`src/rtl/bcd_stopwatch_core.sv`:
```
// Purpose: divides the board clock to a count tick and runs a 00.00-59.99 BCD stopwatch
// Latency: the first count appears DIV clocks after the edge that samples start_stop; all outputs are registered
// Backpressure: none; start_stop and clear are single-cycle pulses acted on at the edge that samples them
module bcd_stopwatch_core #(
  parameter int CLOCK_FREQ = 50000000,
  parameter int TICK_HZ    = 100
) (
  input  logic       clock,
  input  logic       reset,
  input  logic       start_stop,
  input  logic       clear,
  output logic [3:0] digit0,
  output logic [3:0] digit1,
  output logic [3:0] digit2,
  output logic [3:0] digit3,
  output logic       running,
  output logic       wrap
);

  // Clocks per count; the divider counter is sized to hold DIV-1.
  localparam int DIV = CLOCK_FREQ / TICK_HZ;
  localparam int CW  = (DIV > 2) ? $clog2(DIV) : 1;
  localparam logic [CW-1:0] DIV_LAST = CW'(DIV - 1);
  localparam logic [CW-1:0] DIV_ONE  = CW'(1);

  typedef enum logic [1:0] {
    IDLE  = 2'd0,
    RUN   = 2'd1,
    PAUSE = 2'd2
  } state_t;

  state_t        state;
  logic [CW-1:0] div_cnt;
  logic          tick;

  // Next digit values and rollover flag for one count step.
  logic [3:0] nxt0;
  logic [3:0] nxt1;
  logic [3:0] nxt2;
  logic [3:0] nxt3;
  logic       roll;

  // A count step fires at the last clock of each divider interval, only while running.
  assign tick = (state == RUN) && (div_cnt == DIV_LAST);

  // Control FSM; running is registered alongside the state so it tracks RUN exactly.
  always_ff @(posedge clock) begin
    if (reset) begin
      state   <= IDLE;
      running <= 1'b0;
    end else if (clear) begin
      // clear beats start_stop in the same cycle
      state   <= IDLE;
      running <= 1'b0;
    end else if (start_stop) begin
      case (state)
        IDLE: begin
          state   <= RUN;
          running <= 1'b1;
        end
        RUN: begin
          state   <= PAUSE;
          running <= 1'b0;
        end
        PAUSE: begin
          state   <= RUN;
          running <= 1'b1;
        end
        default: begin
          state   <= IDLE;
          running <= 1'b0;
        end
      endcase
    end
  end

  // Divider advances only in RUN and freezes in PAUSE so a resume finishes the partial interval.
  always_ff @(posedge clock) begin
    if (reset || clear) begin
      div_cnt <= '0;
    end else if (state == RUN) begin
      if (div_cnt >= DIV_LAST) begin
        div_cnt <= '0;
      end else begin
        div_cnt <= div_cnt + DIV_ONE;
      end
    end
  end

  // BCD carry chain: hundredths and tenths and seconds-ones wrap at 9, seconds-tens wraps at 5.
  // Comparisons use >= so a corrupted digit still falls back into the legal range.
  always_comb begin
    nxt0 = digit0;
    nxt1 = digit1;
    nxt2 = digit2;
    nxt3 = digit3;
    roll = 1'b0;
    if (digit0 >= 4'd9) begin
      nxt0 = 4'd0;
      if (digit1 >= 4'd9) begin
        nxt1 = 4'd0;
        if (digit2 >= 4'd9) begin
          nxt2 = 4'd0;
          if (digit3 >= 4'd5) begin
            nxt3 = 4'd0;
            roll = 1'b1;
          end else begin
            nxt3 = digit3 + 4'd1;
          end
        end else begin
          nxt2 = digit2 + 4'd1;
        end
      end else begin
        nxt1 = digit1 + 4'd1;
      end
    end else begin
      nxt0 = digit0 + 4'd1;
    end
  end

  // Digit registers and the one-cycle wrap pulse, which lands together with the 00.00 display.
  always_ff @(posedge clock) begin
    if (reset || clear) begin
      digit0 <= 4'd0;
      digit1 <= 4'd0;
      digit2 <= 4'd0;
      digit3 <= 4'd0;
      wrap   <= 1'b0;
    end else begin
      wrap <= 1'b0;
      if (tick) begin
        digit0 <= nxt0;
        digit1 <= nxt1;
        digit2 <= nxt2;
        digit3 <= nxt3;
        wrap   <= roll;
      end
    end
  end

endmodule

```
`config.mk`:
```
export PLATFORM = sky130hd
export DESIGN_NAME = bcd_stopwatch_core
export DESIGN_NICKNAME = d
export VERILOG_FILES = /design/src/rtl/bcd_stopwatch_core.sv
export SDC_FILE = /design/constraint.sdc
export NUM_CORES = 1
export LEC_CHECK = 0
export BUFFER_PORTS_ARGS = -buffer_cell sky130_fd_sc_hd__buf_2
export CAP_MARGIN = 20
export CORE_ASPECT_RATIO = 0.7
export CORE_MARGIN = 4
export CORE_UTILIZATION = 35
export DETAILED_ROUTE_END_ITERATION = 8
export PLACE_DENSITY_LB_ADDON = 0.08
export RECOVER_POWER = 25
export SLEW_MARGIN = 5
export SYNTH_ARGS = -nofsm -noshare
export SYNTH_HDL_FRONTEND = slang
export SYNTH_SLANG_ARGS = --single-unit
```
`constraint.sdc`:
```
create_clock -name clock -period 2.1 [get_ports clock]
set_clock_uncertainty 0.05 [all_clocks]
set_input_delay 0.105 -clock clock [delete_from_list [all_inputs] [get_ports clock]]
set_output_delay 0.105 -clock clock [all_outputs]
set_load 0.1 [all_outputs]
```
==> summary.md, run 1 <==
| Metric | Value |
|---|---|
| Status | complete, no violations |
| Avg Cell Area, Syn | 8.62 µm² |
| Die width | 98.8 µm |
| Layout cell share with drive strength beyond 1 | 0.227 |
| Cells after Synth | 234 |
| PD cells | 521 nW/µm² |
| Synth-to-Final Area Change | 21.6% |
| Reg2Reg Depth | 5 |
| DR pass1 iterations | 4 |
| Placed cells | 340 |
| Net switching fraction of the power | 0.238 |
| Final WL | 4.67 mm |
| H-tree level count | 2 |
| Critical Path AT | 2200 ps |
| Leakage | 0.930 nW |
| CTS Buf Count | 5 |
| Worst path slowest cell | or4b_4 |
| Crit path to | digit3[2] |
| Pre-CTS setup slack | 29.4 ps |
| Inserted Diodes | 0 |
| Die Y | 71.5 µm |
| Slew margin rel. | 0.218 |
| Crit. Startpoint | div_cnt[11] |
| Area of the die | 7060 µm² |
| Starting Density | 0.372 |
| RSZ-0062 raised after global routing | no |
| Rows | 22 |
| Number of flops mapped to enable cells by yosys | 0 |
| R2r setup slk | 70 ps |
| CTS tree | done |
| Non-Filler Instances | 349 |
| Synth Register Bits | 39 |
| Max-Cap Viols | 0 |
| Crit share post-route | 0.966 |
| Internal Power | 0.975 mW |
| Synth Flop Type | dfxtp_1 |
| Final antenna-violating net count | 0 |
| CP bufs+invs | 0 |
| RR Endpoint | digit3[2] |
| Vias in the first global route | 1516 |
| FF-to-FF Start | div_cnt[11] |
| Max frequency | 493 MHz |
| Least-Margin Pin Slew | 1180 ps |
| Setup_tns | 0 ps |
| Max IR drop VDD | 0.000346 V |
| Count of cell types in the netlist | 40 |
| Reg power frac | 0.576 |
| GP Congestion | 0.753 |
| Vias | 1734 |
| Synth Net Count | 251 |
| HP Class | in2reg |
| Max FO, Critical Path | 4 |
| Combinational share of power | 0.034 |
| Clock power share | 0.390 |
| Total I/O pin count | 22 |
| Ys Warns | 0 |
| Endpoints failing hold | 0 |
| Clk buf depth | 2 |
| # setup viols final | 0 |
| CP Data Required Time | 2270 ps |
| Slew Viols, Final | 0 |
| Postcts setup bufs | 0 |
| TritonCTS Sinks | 39 |
| Synth Cell Area | 2020 µm² |
| Largest net degree at the start of global routing | 19 |
| Skew-Pair Late Insertion Delay | 290 ps |
| Per-cell routed wire length | 13.4 µm |
| CP delay by family, top | simple AND/OR/NAND/NOR gates |
| IO buf count | 21 |
| Post-DP HPWL | 3.45 mm |
| Post-route DRC | 0 |
| Net switching power | 0.305 mW |
| CP peak stage delay | 580 ps |
| HP Start | reset |
| Final min period | 2030 ps |
| Clock root buffer | clkbuf_8 |
| GRT Total Usage | 0.134 |
| Fin nets | 293 |
| FFs w/ async S/R, synth | 0 |
| Total gr overflow | 0 |
| Critical path depth in cells | 5 |
| DR vias/cell | 4.97 |
| Initial antenna violation count | 0 |
| Element type at the critical path start | flip-flop |
| Seq/Total Area, Yosys | 0.387 |
| Setup ws final | 70.6 ps |
| Core area | 5420 µm² |
| Crit path cell chain | or4b_4 > nor3_4 > nand4_4 > or4b_1 > a21oi_1 |
| Initial drt markers | 91 |
| Critical path class | reg2reg |
| Clk slew on worst S/H paths | 80 ps |
| First-pass GRT wire length | 7.63 mm |
| Endpoint class of the critical path | flip-flop |
-- through the flow --
stage / hold WS (ps) / power (mW) / util / cell area [µm²]
floorplan: 150 / 0.782 / - / 2050
global placement: 307 / 0.798 / 0.436 / 2360
detailed placement: 308 / 0.798 / 0.436 / 2360
CTS: 180 / 1.30 / 0.453 / 2460
global route: 205 / 1.33 / 0.453 / 2450
finish: 200 / 1.28 / 0.453 / 2450
-- worst reg2reg max path: cells and delay by family, from the launching register on --
kind | cells | cell delay, ps
AOI/OAI and AO/OA | 1 | 140
DFF | 1 | 320
and+or+nand+nor | 4 | 1460
-- logic make-up after synthesis --
| logic type | count (synthesis) | synth area share |
|---|---|---|
| adder cells (fa/ha/maj) | 13 | 0.0806 |
| flip-flops | 39 | 0.387 |
| XOR/XNOR | 17 | 0.0738 |
| AO/OA/AOI/OAI | 35 | 0.114 |
| multiplexers | 3 | 0.0149 |
| buffers and inverters | 18 | 0.0335 |
| AND/OR/NAND/NOR | 109 | 0.296 |
-- Yosys cell counts (3+ instances only) --
master     n  area [µm²]
ha_1      13         163
and3_1     4        25.0
mux2i_1    3        30.0
or2_2      3        18.8
nand2b_1   4        25.0
o21ai_0   10        50.1
nor2_1    34         128
and4_1     4        35.0
nor3_1     5        25.0
nand4b_1   3        26.3
nand4_1    9        56.3
nand2_1   13        48.8
clkbuf_1   5        18.8
xor2_1    11        96.3
a21oi_1   12        60.1
nand3_1   16        80.1
xnor2_1    6        52.6
nor4_1     4        25.0
inv_1     12        45.0
dfxtp_1   39         781
-- layout by cell type, fill, tap and decap left out, types with 11 or more instances in the layout --
| master | synthesis | routed |
|---|---|---|
| ha_1 | 13 | 12 |
| buf_4 | 0 | 19 |
| nor2_1 | 34 | 34 |
| xor2_1 | 11 | 11 |
| a21oi_1 | 12 | 12 |
| dfxtp_1 | 39 | 26 |
| nand2_1 | 13 | 13 |
| buf_2 | 0 | 11 |
| nand3_1 | 16 | 16 |
-- flip-flops by register name, summed over array words and instances, names as in the netlist --
| register | cells |
|---|---|
| digit1 | 4 |
| digit2 | 4 |
| div_cnt | 19 |
| running | 1 |
| digit3 | 4 |
| digit0 | 4 |
| state | 2 |
| wrap | 1 |
-- area by class of cell --
cell class / instances / area, µm²
multi-input cells: 177 / 1180
flip-flops and latches: 39 / 810
inverters: 12 / 45.0
clock inverters: 3 / 15.0
clock buffers: 5 / 68.8
fillers: 538 / 2970
well taps: 72 / 90.1
repair buffers: 41 / 245
-- power groups by stage --
stage          Sequential (mW)  Clock [mW]  Combinational [mW]
2_1_floorplan            0.761           0              0.0207
3_3_place_gp             0.755           0              0.0429
3_5_place_dp             0.755           0              0.0431
4_1_cts                  0.737       0.518              0.0446
5_1_grt                  0.738       0.544              0.0486
6_report                 0.737       0.499              0.0435
-- layer usage --
layer | GRT usage | vias up | wire length, µm
li1 | - | 906 | -
met1 | 0.215 | 782 | 2750
met2 | 0.164 | 42 | 1590
met3 | 0.0389 | 4 | 281
met4 | 0.0409 | 0 | 43
met5 | 0 | - | 0
-- worst min-delay path by stage --
| stage | to | slack, ps | cells past startpoint |
|---|---|---|---|
| 3_3_place_gp | running | 310 | 2 |
| 4_1_cts | digit2[3] | 180 | 5 |
| 6_report | digit2[3] | 200 | 5 |
| 3_5_place_dp | running | 310 | 2 |
| 5_1_grt | digit0[3] | 210 | 4 |
| 2_1_floorplan | running | 150 | 1 |
-- repair_timing --
item                                    4_1_cts  5_1_grt
hold buffers                                  1        0
gates resized for setup                       0        3
hold endpoints to repair                      1        0
endpoints found under the setup margin        1        2
pin swaps                                     1        1
(Power assumes the default switching activity.)
==> run 2: changes to the inputs <==
--- a/config.mk
+++ b/config.mk
@@ -11,6 +11,7 @@
 export CORE_MARGIN = 4
 export CORE_UTILIZATION = 35
 export DETAILED_ROUTE_END_ITERATION = 8
+export GPL_TIMING_DRIVEN = 0
 export PLACE_DENSITY_LB_ADDON = 0.08
 export RECOVER_POWER = 25
 export SLEW_MARGIN = 5
==> run 2 against run 1 <==
Net effect:
- global-route usage increased by 0.61 points
- routed wire length is 0.36% higher
- cell count down 2.0%
- first-iteration DRC count fell by 24%
- utilization grew 0.95 points
- die area unchanged
- via count fell by 0.92%
==> summary.md, run 2 (synthesized netlist as in run 1, its figures left out) <==
| Metric | Value |
|---|---|
| DR vias/cell | 5.02 (+1.1%) |
| Endpoints failing hold | 0 (unchanged) |
| CP bufs+invs | 0 (unchanged) |
| Slew margin rel. | 0.221 (+0.00257) |
| Initial drt markers | 69 (-24%) |
| Non-Filler Instances | 342 (-2.0%) |
| # setup viols final | 0 (unchanged) |
| H-tree level count | 2 (unchanged) |
| Reg2Reg Depth | 5 (unchanged) |
| DR pass1 iterations | 4 (unchanged) |
| Core area | 5420 µm² (unchanged) |
| Clk buf depth | 2 (unchanged) |
| Max reg flops | 19 (unchanged) |
| Most common cell after layout, fill and taps aside | nor2_1 |
| Starting Density | 0.372 (unchanged) |
| Element type at the critical path start | flip-flop |
| Die Y | 71.5 µm (unchanged) |
| Reg power frac | 0.563 (-0.013) |
| Max FO, Critical Path | 6 (+2) |
| Placed cells | 327 (-3.8%) |
| Most frequent cells in the layout | nor2_1, dfxtp_1, nand3_1 |
| Top Usage Layer GRT | met1 |
| Crit share post-route | 0.984 (+0.0175) |
| Skew-Pair Late Insertion Delay | 290 ps (about the same) |
| CTS tree | done |
| Clock power share | 0.401 (+0.011) |
| Vias in the first global route | 1533 (+1.1%) |
| Synth-to-Final Area Change | 24.2% |
| Post-route DRC | 0 (unchanged) |
| Top reg by flops | div_cnt |
| Crit path cell chain | or4b_4 > nor3_4 > nand4_4 > or4b_4 > a21oi_2 |
| Clock root buffer | clkbuf_8 |
| RSZ-0062 raised after global routing | yes |
| Clk slew on worst S/H paths | 80 ps (about the same) |
| Fill cells | 530 (-1.5%) |
| FF-to-FF Start | div_cnt[12] |
| CP peak stage delay | 580 ps (about the same) |
| Rows | 22 (unchanged) |
| IO buf count | 21 (unchanged) |
| Final WL | 4.68 mm (+0.36%) |
| Area of the die | 7060 µm² (unchanged) |
| Layout cell share with drive strength beyond 1 | 0.252 (+0.0244) |
| Post-DP HPWL | 3.40 mm (-1.4%) |
| Area occupied by registers | 817 µm² (+0.93%) |
| RR Endpoint | digit3[2] |
| Fin nets | 286 (-2.4%) |
| Leakage | 0.905 nW (-2.7%) |
| Max-Cap Viols | 0 (unchanged) |
| CP Data Required Time | 2270 ps (about the same) |
| CTS Buf Count | 5 (unchanged) |
| HP Start | reset |
| Inserted Diodes | 0 (unchanged) |
| Met2 GRT Util | 0.169 (+0.00521) |
| GRT Total Usage | 0.140 (+0.00608) |
| Area of the multi-input gates | 1280 µm² (+8.7%) |
| Net switching fraction of the power | 0.226 (-0.0125) |
| Die width | 98.8 µm (unchanged) |
| Endpoint class of the critical path | flip-flop |
| Initial antenna violation count | 0 (unchanged) |
| Max IR drop VDD | 0.000298 V (-14%) |
| GR Util met1 | 0.230 (+0.0145) |
| Worst path slowest cell | or4b_4 |
| Hold EP | digit2[3] |
| Worst hold margin | 153 ps (-46.4 ps) |
| CP delay by family, top | simple AND/OR/NAND/NOR gates |
| First-pass GRT wire length | 8.03 mm (+5.2%) |
| Final min period | 2070 ps (+36.8 ps) |
| WHS Path Cells | 4 (-1) |
| Met3 Use GR | 0.0379 (-0.000973) |
| Total I/O pin count | 22 (unchanged) |
| Critical Path AT | 2240 ps (+40 ps) |
| Max frequency | 484 MHz (-1.8%) |
| Critical path class | reg2reg |
| GP Congestion | 0.771 (+2.4%) |
| Combinational share of power | 0.036 (+0.002) |
| Total gr overflow | 0 (unchanged) |
| Cell mode on critical path | or4b_4 |
| HP Class | in2reg |
| PD cells | 522 nW/µm² (+0.19%) |
| Internal Power | 1.01 mW (+4.0%) |
| Status | complete, no violations |
| Largest net degree at the start of global routing | 13 (-6) |
| R2r setup slk | 30 ps (-40 ps) |
| Final antenna-violating net count | 0 (unchanged) |
| Slew Viols, Final | 0 (unchanged) |
| Net switching power | 0.296 mW (-3.1%) |
| TritonCTS Sinks | 39 (unchanged) |
| Least-Margin Pin Slew | 1170 ps (-3.87 ps) |
| Per-cell routed wire length | 13.7 µm (+2.4%) |
| Vias | 1718 (-0.92%) |
## run 2: changes by cell type in the layout (fill, tap and decap cells not counted), sizes merged
cell    before  now
buf         30   18
clkinv       3    1
clkbuf      15   22
## run 2: how the worst max path moves through the flow
stage / end / start / depth (start not counted) / slack [ps]
after CTS: div_cnt[18] / div_cnt[12] / 6 / 30
final: digit3[2] / div_cnt[12] / 5 / 30
after global routing: digit3[2] / div_cnt[12] / 5 / -50
after global placement: div_cnt[9] / div_cnt[0] / 7 / -370
after detailed placement: div_cnt[18] / div_cnt[0] / 7 / -370
after floorplan: digit3[2] / digit0[0] / 6 / -80
## run 2: cell type report
class | instances | area share
timing repair buffer | 30 | 0.0639
clock buffer | 7 | 0.0344
tap | 72 | 0.0359
buffer | 4 | 0.00749
sequential | 39 | 0.326
clock inverter | 1 | 0.00200
multi-input combinational | 177 | 0.512
inverter | 12 | 0.0180
## run 2: per-stage QoR
stage	worst slack [ps]	power, mW	cell area (µm²)	TNS [ps]	util
finish	33.8	1.31	2510	0	0.462
global route	-50.6	1.37	2510	-67.4	0.462
CTS	26.2	1.33	2420	0	0.447
detailed placement	-369	0.796	2240	-4380	0.414
global placement	-374	0.796	2240	-4490	0.414
floorplan	-78.9	0.782	2050	-78.9	-
## run 2: timing repair
| item | 4_1_cts | 5_1_grt |
|---|---|---|
| pin swaps | 3 | 6 |
| hold buffers | 1 | 0 |
| endpoints found under the setup margin | 22 | 17 |
| hold endpoints to repair | 1 | 0 |
| resized for setup | 14 | 17 |
| buffers inserted | 3 | 5 |
## run 2: per-layer routing
| layer | share of wire | wire length [µm] | vias up |
|---|---|---|---|
| met2 | 0.35 | 1660 | 29 |
| li1 | - | - | 896 |
| met1 | 0.59 | 2740 | 785 |
| met5 | 0 | 0 | - |
| met4 | 0.014 | 65 | 0 |
| met3 | 0.047 | 218 | 8 |
## run 2: tightest hold or removal path, delay by kind of cell
kind                   cells  cell delay (ps)
buffers and inverters      1               80
AND/OR/NAND/NOR            3              270
## run 2: power groups by stage
| stage | Sequential (mW) | Clock, mW | Combinational (mW) |
|---|---|---|---|
| 2_1_floorplan | 0.761 | 0 | 0.0207 |
| 3_3_place_gp | 0.755 | 0 | 0.0408 |
| 3_5_place_dp | 0.755 | 0 | 0.0409 |
| 4_1_cts | 0.738 | 0.550 | 0.0440 |
| 5_1_grt | 0.737 | 0.577 | 0.0525 |
| 6_report | 0.737 | 0.526 | 0.0471 |
